File: config.mk
export PLATFORM = sky130hd
export DESIGN_NAME = uart_rx_async
export DESIGN_NICKNAME = d
export VERILOG_FILES = /design/src/rtl/uart_rx_async.sv
export SDC_FILE = /design/constraint.sdc
export NUM_CORES = 1
export LEC_CHECK = 0
export ABC_AREA = 1
export CORE_MARGIN = 1
export CORE_UTILIZATION = 59
export DETAILED_ROUTE_END_ITERATION = 10
export PLACE_DENSITY = 0.87
export SYNTH_ARGS = -nofsm -noshare
export SYNTH_HDL_FRONTEND = slang
export SYNTH_SLANG_ARGS = --single-unit
File: constraint.sdc
create_clock -name clk -period 2.4 [get_ports clk]
set_clock_uncertainty 0.2 [all_clocks]
set_input_delay 0.48 -clock clk [delete_from_list [all_inputs] [get_ports clk]]
set_output_delay 0.48 -clock clk [all_outputs]
set_load 0.005 [all_outputs]
File: src/rtl/uart_rx_async.sv
// Async UART receiver: 16x-oversampled, majority-of-three bit recovery, 2-entry RCREG FIFO with per-entry FERR.
// Latency: push on the stop bit's 10th tick (rcif one clk later); a full FIFO without a same-cycle pop drops the frame and sets sticky oerr.
module uart_rx_async (
    input  logic       clk,
    input  logic       rst,
    input  logic       spen,
    input  logic       cren,
    input  logic       rx9,
    input  logic       rx16_tick,
    input  logic       rx_pin,
    input  logic       rcreg_rd_en,
    output logic [7:0] rcreg_out,
    output logic       rx9d,
    output logic       ferr,
    output logic       rcif,
    output logic       oerr
);

    typedef enum logic [1:0] {IDLE, START, DATA, STOP} state_t;

    typedef struct packed {
        logic       ferr;
        logic       rx9d;
        logic [7:0] dat;
    } entry_t;

    logic [1:0] sync_q;
    logic       rxs;

    state_t     state_q, state_d;
    logic [3:0] cnt_q, cnt_d;
    logic [3:0] bit_idx_q, bit_idx_d;
    logic [8:0] shreg_q, shreg_d;
    logic       s7_q, s7_d, s8_q, s8_d, maj_q, maj_d;
    logic       frame9_q, frame9_d;
    logic       maj_live, run, push;
    entry_t     push_ent;

    entry_t     fifo_q [2];
    entry_t     head;
    logic [1:0] count_q, fill;
    logic       pop_eff, push_ok, overrun, wr_idx, oerr_q;

    always_ff @(posedge clk or posedge rst) begin
        if (rst) sync_q <= 2'b11;
        else     sync_q <= {sync_q[0], rx_pin};
    end
    assign rxs = sync_q[1];

    assign run      = spen && cren && !oerr_q;
    assign maj_live = (s7_q & s8_q) | (s7_q & rxs) | (s8_q & rxs);

    always_ff @(posedge clk or posedge rst) begin
        if (rst) begin
            state_q   <= IDLE;
            cnt_q     <= '0;
            bit_idx_q <= '0;
            shreg_q   <= '0;
            s7_q      <= 1'b0;
            s8_q      <= 1'b0;
            maj_q     <= 1'b0;
            frame9_q  <= 1'b0;
        end else begin
            state_q   <= state_d;
            cnt_q     <= cnt_d;
            bit_idx_q <= bit_idx_d;
            shreg_q   <= shreg_d;
            s7_q      <= s7_d;
            s8_q      <= s8_d;
            maj_q     <= maj_d;
            frame9_q  <= frame9_d;
        end
    end

    always_comb begin
        state_d   = state_q;
        cnt_d     = cnt_q;
        bit_idx_d = bit_idx_q;
        shreg_d   = shreg_q;
        s7_d      = s7_q;
        s8_d      = s8_q;
        maj_d     = maj_q;
        frame9_d  = frame9_q;
        push      = 1'b0;
        push_ent  = '0;
        if (!run) begin
            state_d   = IDLE;
            cnt_d     = '0;
            bit_idx_d = '0;
            shreg_d   = '0;
        end else if (rx16_tick) begin
            cnt_d = cnt_q + 4'd1;
            if (cnt_q == 4'd7) s7_d = rxs;
            if (cnt_q == 4'd8) s8_d = rxs;
            if (cnt_q == 4'd9) maj_d = maj_live;
            unique case (state_q)
                IDLE: begin
                    cnt_d = '0;
                    if (!rxs) begin
                        state_d   = START;
                        cnt_d     = 4'd1;
                        bit_idx_d = '0;
                        shreg_d   = '0;
                        frame9_d  = rx9;
                    end
                end
                START: begin
                    if (cnt_q == 4'd15) begin
                        state_d   = maj_q ? IDLE : DATA;
                        bit_idx_d = '0;
                    end
                end
                DATA: begin
                    if (cnt_q == 4'd15) begin
                        shreg_d[bit_idx_q] = maj_q;
                        if (bit_idx_q == (frame9_q ? 4'd8 : 4'd7)) state_d = STOP;
                        else bit_idx_d = bit_idx_q + 4'd1;
                    end
                end
                STOP: begin
                    // Leave at sample 9 so a start edge in the stop-bit tail is not missed.
                    if (cnt_q == 4'd9) begin
                        push          = 1'b1;
                        push_ent.ferr = ~maj_live;
                        push_ent.rx9d = frame9_q & shreg_q[8];
                        push_ent.dat  = shreg_q[7:0];
                        state_d       = IDLE;
                        cnt_d         = '0;
                    end
                end
                default: begin
                    state_d = IDLE;
                    cnt_d   = '0;
                end
            endcase
        end
    end

    assign pop_eff = rcreg_rd_en && (count_q != 2'd0);
    assign push_ok = push && ((count_q != 2'd2) || pop_eff);
    assign overrun = push && (count_q == 2'd2) && !pop_eff;
    assign fill    = count_q - {1'b0, pop_eff};
    assign wr_idx  = (fill == 2'd1);

    always_ff @(posedge clk or posedge rst) begin
        if (rst) begin
            count_q   <= '0;
            fifo_q[0] <= '0;
            fifo_q[1] <= '0;
            oerr_q    <= 1'b0;
        end else if (!spen) begin
            count_q   <= '0;
            fifo_q[0] <= '0;
            fifo_q[1] <= '0;
            oerr_q    <= 1'b0;
        end else begin
            if (pop_eff) fifo_q[0] <= fifo_q[1];
            if (push_ok) fifo_q[wr_idx] <= push_ent;
            count_q <= count_q - {1'b0, pop_eff} + {1'b0, push_ok};
            if (!cren)        oerr_q <= 1'b0;
            else if (overrun) oerr_q <= 1'b1;
        end
    end

    assign head      = (count_q != 2'd0) ? fifo_q[0] : '0;
    assign rcreg_out = head.dat;
    assign rx9d      = head.rx9d;
    assign ferr      = head.ferr;
    assign rcif      = (count_q != 2'd0);
    assign oerr      = oerr_q;

endmodule

# Yosys cells after proc, flatten, opt, wreduce, memory -nomap -nowiden
# Index checks and enable logic that the tools add are counted.
# op_classes
magnitude_cmp	4
n_mux	50
n_reduce_logical	20
n_eq_ne	22
n_addsub	4
bitwise_logic	9
# op_table
cell	n
10-bit two-way mux	8
20-bit two-way mux	2
4-bit two-way mux	10
9-bit two-way mux	4
20-bit bitwise mux	1
2-bit two-way mux	9
3-bit != test (second input constant)	6
9-bit one-hot mux with 2 select lines	1
4-bit equality test (second input constant)	3
4-bit one-hot mux with 3 select lines	1
6-bit AND reduction	2
10-bit demux with 1-bit select	1
9-bit bitwise mux	1
1-bit two-way mux	9
3-bit AND reduction	3
4-bit by 1-bit adder with 4-bit output (second input constant)	2
1-bit logical AND	8
2-bit one-hot mux with 4 select lines	1
4-bit one-hot mux with 2 select lines	1
4-bit AND reduction	2
2-bit equality test (second input constant)	3
4-bit by 5-bit < comparator with 1-bit output (second input constant)	1
1-bit bitwise AND	4
1-bit demux with 4-bit select	1
20 further kinds	25
# totals
out_inout_bits	12
elab_cells	126
register_bits	48
in_bits	8

# Logic depth before layout (Yosys ltp)
# Gate-level depths: netlist of run 1.
# depth
ltp_word	12
ltp_mapped	14
ltp_nobuf	12

# Least setup slack after synthesis of run 1
# No wires, ideal clock.
# synth_timing
kind	register -> register
from	register count_q[1]
to	register fifo_q[1] (netlist name)
t_arrival_ns	1.755
path_buffers	2
t_required_ns	2.083
path_slack_ns	0.328
path_stages_with_launch	13
cell_sequence	dfrtp_1 -> inv_1 -> nand2_1 -> nand2_1 -> clkbuf_1 -> inv_1 -> ha_1 -> inv_1 -> nand3_1 -> nand3b_4 -> buf_6 -> nand3_1 -> nand2_1
# synth_via
elab_chain_len	12
word_cells_on_any_way	17
classes_between	add/sub (1); order compare (2); eq/ne (3); mux (5); bitwise (1); reduce/logical (5)
# synth_rtl
element	line_no	text
start: declaration	41	logic [1:0] count_q, fill;
start signal: assignment	159	count_q <= count_q - {1'b0, pop_eff} + {1'b0, push_ok};
2-bit nonzero test *	--	
via rcif	15	output logic rcif,
1-bit logical AND *	139	assign pop_eff = rcreg_rd_en && (count_q != 2'd0);
2-bit by 1-bit subtractor with 2-bit output	142	assign fill = count_q - {1'b0, pop_eff};
2-bit by 1-bit equality test with 1-bit output	143	assign wr_idx = (fill == 2'd1);
1-bit inverter with 2-bit output (not written as such)	158	if (push_ok) fifo_q[wr_idx] <= push_ent;
2-bit greater-or-equal comparator (not written as such) / 2-bit by 1-bit < comparator with 1-bit output (equally long branches)	158	
1-bit logical AND (not written as such)	158	
10-bit two-way mux (not written as such)	158	
10-bit demux with 1-bit select	158	
20-bit bitwise mux	158	
20-bit two-way mux	158	
20-bit two-way mux	151	end else if (!spen) begin
end signal: indexed assignment	158	
end: declaration	39	entry_t fifo_q [2];
# The timed path passes the listed nets; every way through them passes the cells marked *. The select of a mux whose other input is x is not followed.
# A chain may end at the register's enable or synchronous reset.

# Worst setup path after layout of run 1
# layout_timing
from	register count_q[1]
to	output rx9d
# layout_via
elab_chain_len	2
# layout_rtl
element	line_no	text
2-bit nonzero test	165	assign head = (count_q != 2'd0) ? fifo_q[0] : '0;
10-bit two-way mux	165	
end: declaration	13	output logic rx9d,
# No other way between the ends.

==> results.json, run 1 <==
{
  "worst_pin_slew_ps": 398,
  "synth_area_sq_um": 2930,
  "fin_cells": 480,
  "die_h_um": 72.5,
  "fin_nets": 434,
  "path_max_fanout": 10,
  "root_buffer": "clkbuf_8",
  "hold_path_class": "reg -> reg",
  "ant_nets": 0,
  "min_period_ps": 2280,
  "r2r_setup_slack_ps": 330,
  "vdd.ir_drop.worst_mv": 0.280,
  "worstHoldPathCells": 0,
  "dr.pass1.iters": 5,
  "use_met2_pct": 42.3,
  "ys_ff_latch": 48,
  "cp.required_ps": 1720,
  "finalMaxSlewViolations": 0,
  "clock_latency_ps": 300,
  "yosys_warnings": 0,
  "initial_core_util_pct": 61.6,
  "leakagePower_uw": 0.00179,
  "syn_inst": 390,
  "maxClockFrequency_mhz": 439,
  "grt_antenna_before_repair": 0,
  "die_area_sq_um": 5250,
  "ctsLongestPathBuffers": 2,
  "use_met3_pct": 4.03,
  "core_sq_um": 4750,
  "slew-limit-headroom_pct": 73.4,
  "first_iter_violations": 162,
  "viasPerCell": 5.27,
  "rr_worst_depth": 9,
  "hpwl_um": 4320,
  "placementRows": 25,
  "drt-total-wl_um": 5920,
  "hold_viol": 0,
  "fill_cells": 384,
  "place_congestion": 0.881,
  "hold_start": "sync_q[0]",
  "seq_area_frac_synth_pct": 41.1,
  "synthMuxAreaShare_pct": 0,
  "synth_flop_cell": "dfrtp_1",
  "synth_xor_xnor_area_share_pct": 0.598,
  "crit_buf_inv": 3,
  "drc": 0,
  "layout_common_cells": "122 x nand2_1, 46 x inv_1, 46 x nor2_1, 46 x dfrtp_1, 30 x nand3_1",
  "avgSynthCellArea_sq_um": 7.51,
  "status": "finished clean",
  "cts_tree": "done",
  "mostFrequentLayoutCell": "nand2_1",
  "grt_pass1_wl_um": 10300,
  "synthTopCellsByArea": "dfrtp_1 39%, nand2_1 16%, inv_1 6.0%",
  "syn-num-nets": 412,
  "power_density_nw_per_um2": 512,
  "path_clk_slew_ps": 90,
  "synthDominantCellAreaShare_pct": 39.3,
  "num_vias": 2531,
  "reg2reg_to": "bit_idx_q[2]",
  "htree_levels": 2,
  "synthDistinctLibCells": 34,
  "cts_buffers": 5,
  "grt_pass1_vias": 2341,
  "finalSetupViolations": 0,
  "synth_top_family_by_area": "simple AND/OR/NAND/NOR gates",
  "register_area_sq_um": 1200,
  "cp_top_family": "buffers and inverters",
  "synthArstFlopShare_pct": 100,
  "setup_tns_ps": 0,
  "multi_input_area_sq_um": 1460,
  "synth_edf_count": 0,
  "cts.sinks": 48,
  "met1_usage_pct": 33.6,
  "synth_top_cell_by_area": "dfrtp_1",
  "port_buffers": 19,
  "r2r-start": "state_q[0]",
  "min_to": "sync_q[1]",
  "crit_arrival_ps": 1600,
  "track_usage_pct": 25.2,
  "path_cells": "inv_1, nand2_1, inv_4, nor2_1, clkdlybuf4s50_1",
  "post-place-cells": 472,
  "crit_path_max_incr_delay_ps": 510,
  "num_antenna_cells": 0,
  "start_kind": "register",
  "yosys.area_share.simple_pct": 37.6,
  "grt_max_degree": 32,
  "synth_compound_area_share_pct": 5.59,
  "rsz0062_at_grt": "no",
  "cap_violations": 0,
  "period_share_pct": 94.9,
  "worstSetupEndpointType": "primary output",
  "die_w_um": 72.5,
  "area_delta_synth_final_pct": 13.3,
  "top_usage_layer": "met2",
  "critical_path_class": "reg -> out",
  "synth_adder_area_share_pct": 5.98,
  "wl_per_cell_um": 12.3,
  "worst_path_max_delay_cell": "clkdlybuf4s50_1",
  "fin_hold_ws_ps": 161,
  "ioPinCount": 20,
  "overflow": 0,
  "drive_gt1_share_pct": 10.2
}
## kinds of logic (layout without fill, tap and decap cells)
| family | count (synthesis) | after routing |
|---|---|---|
| and+or+nand+nor | 236 | 236 |
| buffers and inverters | 62 | 85 |
| DFF | 48 | 48 |
| AOI/OAI and AO/OA | 28 | 28 |
| adders and majority gates | 14 | 14 |
| xor gates and xnor gates | 2 | 2 |
## cell usage after synthesis (2+ instances only)
| library cell | count |
|---|---|
| nand2_1 | 122 |
| dfstp_2 | 2 |
| o21ai_0 | 17 |
| nand3_2 | 4 |
| nor2_2 | 3 |
| clkbuf_1 | 3 |
| nand3_1 | 30 |
| buf_4 | 2 |
| inv_1 | 47 |
| nor2_1 | 46 |
| ha_1 | 14 |
| buf_2 | 3 |
| buf_6 | 3 |
| nor2_4 | 3 |
| nand4_1 | 17 |
| a21oi_1 | 5 |
| inv_2 | 2 |
| nand2_2 | 2 |
| o22ai_1 | 3 |
| dfrtp_1 | 46 |
| nand3_4 | 3 |
## what timing repair did
action | CTS | global route
hold buffers | 0 | 0
buffers inserted | 0 | 0
cloned | 0 | 0
resized for setup | 1 | 1
setup endpoints to repair | 10 | 10
## through the flow
step / utilization, % / instance area (sq um) / total power, uW / worst slack, ps
global route: 69.8 / 3320 / 1790 / 22.8
floorplan: - / 2930 / 1060 / 328
global placement: 67.4 / 3210 / 1120 / 117
CTS: 69.8 / 3320 / 1710 / 43.5
detailed placement: 67.4 / 3210 / 1130 / 30.0
finish: 69.8 / 3320 / 1700 / 123
## worst register-to-register path, delay by kind of cell, from the launching register on
family	cells	cell delay, ps
adders and majority gates	1	310
buffers and inverters	3	470
DFF	1	440
and+or+nand+nor	5	590
## metal layers
layer  vias to the layer above  wire (um)
met5                         -          0
met4                         0         82
met3                         9        240
met2                        74       2840
met1                      1170       2750
li1                       1278          -
## worst max path at each step
stage	endpoint	depth (start not counted)	from
after detailed placement	fifo_q[16]	7	spen
final	rx9d	5	count_q[1]
after CTS	rcreg_out[1]	5	count_q[1]
after floorplan	fifo_q[1]	12	count_q[1]
after global placement	fifo_q[1]	10	rcreg_rd_en
after global routing	rx9d	5	count_q[1]
## cell type report
| class | count | share of cell area [%] |
|---|---|---|
| Tap cell | 67 | 2.52 |
| Timing Repair Buffer | 26 | 8.06 |
| Clock inverter | 3 | 1.28 |
| Sequential cell | 48 | 36.2 |
| Inverter | 51 | 5.88 |
| Clock buffer | 5 | 2.07 |
| Multi-Input combinational cell | 280 | 43.9 |
## registers in the layout, indices dropped and copies added (netlist names)
name	count
bit_idx_q	4
cnt_q	4
count_q	2
fifo_q	20
frame9_q	1
maj_q	1
oerr	1
s7_q	1
s8_q	1
shreg_q	9
state_q	2
sync_q	2
## where the power goes
group | total, uW | switching, uW | leakage (uW) | internal [uW]
clock | 582 | 274 | 0.0000541 | 308
combinational | 263 | 165 | 0.00108 | 97.9
sequential | 856 | 16.6 | 0.000658 | 840
Note: power is estimated with default switching activity, not from simulation.
==> run 2: changes to the inputs <==
--- a/config.mk
+++ b/config.mk
@@ -6,7 +6,6 @@
 export NUM_CORES = 1
 export LEC_CHECK = 0
 export ABC_AREA = 1
-export CORE_MARGIN = 1
 export CORE_UTILIZATION = 59
 export DETAILED_ROUTE_END_ITERATION = 10
 export PLACE_DENSITY = 0.87
==> results of run 2 <==
No change in the layout: final DEF, timing and power equal those of run 1.
==> run 3: changes to the inputs <==
--- a/config.mk
+++ b/config.mk
@@ -8,7 +8,7 @@
 export ABC_AREA = 1
 export CORE_UTILIZATION = 59
 export DETAILED_ROUTE_END_ITERATION = 10
-export PLACE_DENSITY = 0.87
+export PLACE_DENSITY_LB_ADDON = 0.3
 export SYNTH_ARGS = -nofsm -noshare
 export SYNTH_HDL_FRONTEND = slang
 export SYNTH_SLANG_ARGS = --single-unit
==> results.json, run 3 (same netlist as run 1, synthesis figures left out) <==
{
  "track_usage_pct": 23.3,
  "fin_nets": 433,
  "largest_reg_flops": 20,
  "hold_viol": 0,
  "die_h_um": 72.5,
  "area_delta_synth_final_pct": 12.4,
  "layout_common_cells": "122 x nand2_1, 46 x inv_1, 46 x nor2_1, 46 x dfrtp_1, 30 x nand3_1",
  "cts_buffers": 5,
  "start_kind": "register",
  "path_clk_slew_ps": 100,
  "fin_hold_ws_ps": 162,
  "grt_antenna_before_repair": 0,
  "status": "finished clean",
  "worst_pin_slew_ps": 409,
  "setup_tns_ps": 0,
  "initial_core_util_pct": 61.6,
  "htree_levels": 2,
  "finalSetupViolations": 0,
  "port_buffers": 19,
  "die_area_sq_um": 5250,
  "grt_pass1_vias": 2301,
  "core_sq_um": 4750,
  "num_vias": 2473,
  "drive_gt1_share_pct": 9.95,
  "post_cts_buffers": 0,
  "num_antenna_cells": 0,
  "fill_cells": 386,
  "ant_nets": 0,
  "drt-total-wl_um": 5510,
  "root_buffer": "clkbuf_8",
  "critical_path_class": "reg -> out",
  "ioPinCount": 20,
  "maxClockFrequency_mhz": 444,
  "overflow": 0,
  "place_congestion": 0.865,
  "die_w_um": 72.5,
  "post_cts_resize_count": 1,
  "cts_tree": "done",
  "leakagePower_uw": 0.00178,
  "cp.required_ps": 1720,
  "min_period_ps": 2250,
  "crit_path_max_incr_delay_ps": 510,
  "ctsHoldBuffers": 0,
  "dr.pass1.iters": 5,
  "clock_latency_ps": 300,
  "crit_arrival_ps": 1570,
  "power_uw": 1600,
  "wl_per_cell_um": 11.5,
  "crit_buf_inv": 3,
  "slew-limit-headroom_pct": 72.7,
  "rsz0062_at_grt": "no",
  "cap_violations": 0,
  "drc": 0,
  "ctsLongestPathBuffers": 2,
  "reg_top3": "fifo_q (20), shreg_q (9)",
  "hold_path_class": "reg -> reg",
  "placementRows": 25,
  "hold_start": "sync_q[0]",
  "worst_path_max_delay_cell": "clkdlybuf4s50_1",
  "cp_top_family": "buffers and inverters",
  "post-place-cells": 471,
  "finalMaxSlewViolations": 0,
  "first_iter_violations": 211,
  "r2r-start": "count_q[1]",
  "mostFrequentLayoutCell": "nand2_1",
  "path_max_fanout": 10,
  "viasPerCell": 5.16,
  "period_share_pct": 93.8,
  "grt_pass1_wl_um": 9720,
  "critPathLaunch": "count_q[1]",
  "cts.sinks": 48,
  "worstSetupEndpointType": "primary output",
  "fin_cells": 479,
  "power_density_nw_per_um2": 485,
  "largest-register": "fifo_q",
  "grt_max_degree": 42,
  "vdd.ir_drop.worst_mv": 0.340,
  "path_cells": "inv_1, nand2_1, inv_4, nor2_1, clkdlybuf4s50_1",
  "hpwl_um": 4130
}
[run 3: layout make-up]
type / instances / area [sq um] / area share, %
Inverter: 51 / 195 / 5.92
Sequential cell: 48 / 1200 / 36.5
Clock buffer: 5 / 68.8 / 2.09
Timing Repair Buffer: 25 / 260 / 7.90
Clock inverter: 3 / 23.8 / 0.722
Multi-Input combinational cell: 280 / 1460 / 44.3
Tap cell: 67 / 83.8 / 2.54
[run 3: worst register-to-register path, stage by stage, from the launching register on]
cell and delay (ps):
dfrtp_1 420, inv_1 80, nand2_1 110, nand2_1 100
inv_1 50, ha_1 260, inv_1 70, nand3_1 130
nand3b_4 280, clkinv_2 170, nand2_1 70, nand2_1 70
[run 3: power by group]
| part | switching [uW] | total, uW | internal (uW) |
|---|---|---|---|
| registers | 15.7 | 855 | 840 |
| logic | 159 | 256 | 96.5 |
| clock network | 281 | 487 | 207 |
[run 3: per-stage QoR]
step	cell area (sq um)	setup slack, ps	util [%]
finish	3290	150	69.3
floorplan	2930	328	-
global placement	3200	106	67.3
global route	3290	31.8	69.3
CTS	3290	51.2	69.3
detailed placement	3200	48.9	67.3
[run 3: final timing paths]
check                           cells past startpoint  slack [ps]           end
worst min-delay path                                0         160     sync_q[1]
min in group asynchronous                           2         190    fifo_q[18]
worst max register to register                     11         330     fifo_q[1]
worst min register to register                      0         160     sync_q[1]
worst max-delay path                                5         150  rcreg_out[5]
max in group asynchronous                           3        1290     sync_q[0]
[run 3: routing by layer]
metal  vias to the layer above  global-route usage (%)  share of wire (%)
li1                       1280                       -                  -
met4                         0                    8.06                1.1
met3                         7                    3.89                3.8
met1                      1129                    29.4                 47
met5                         -                       0                  0
met2                        57                    40.5                 48
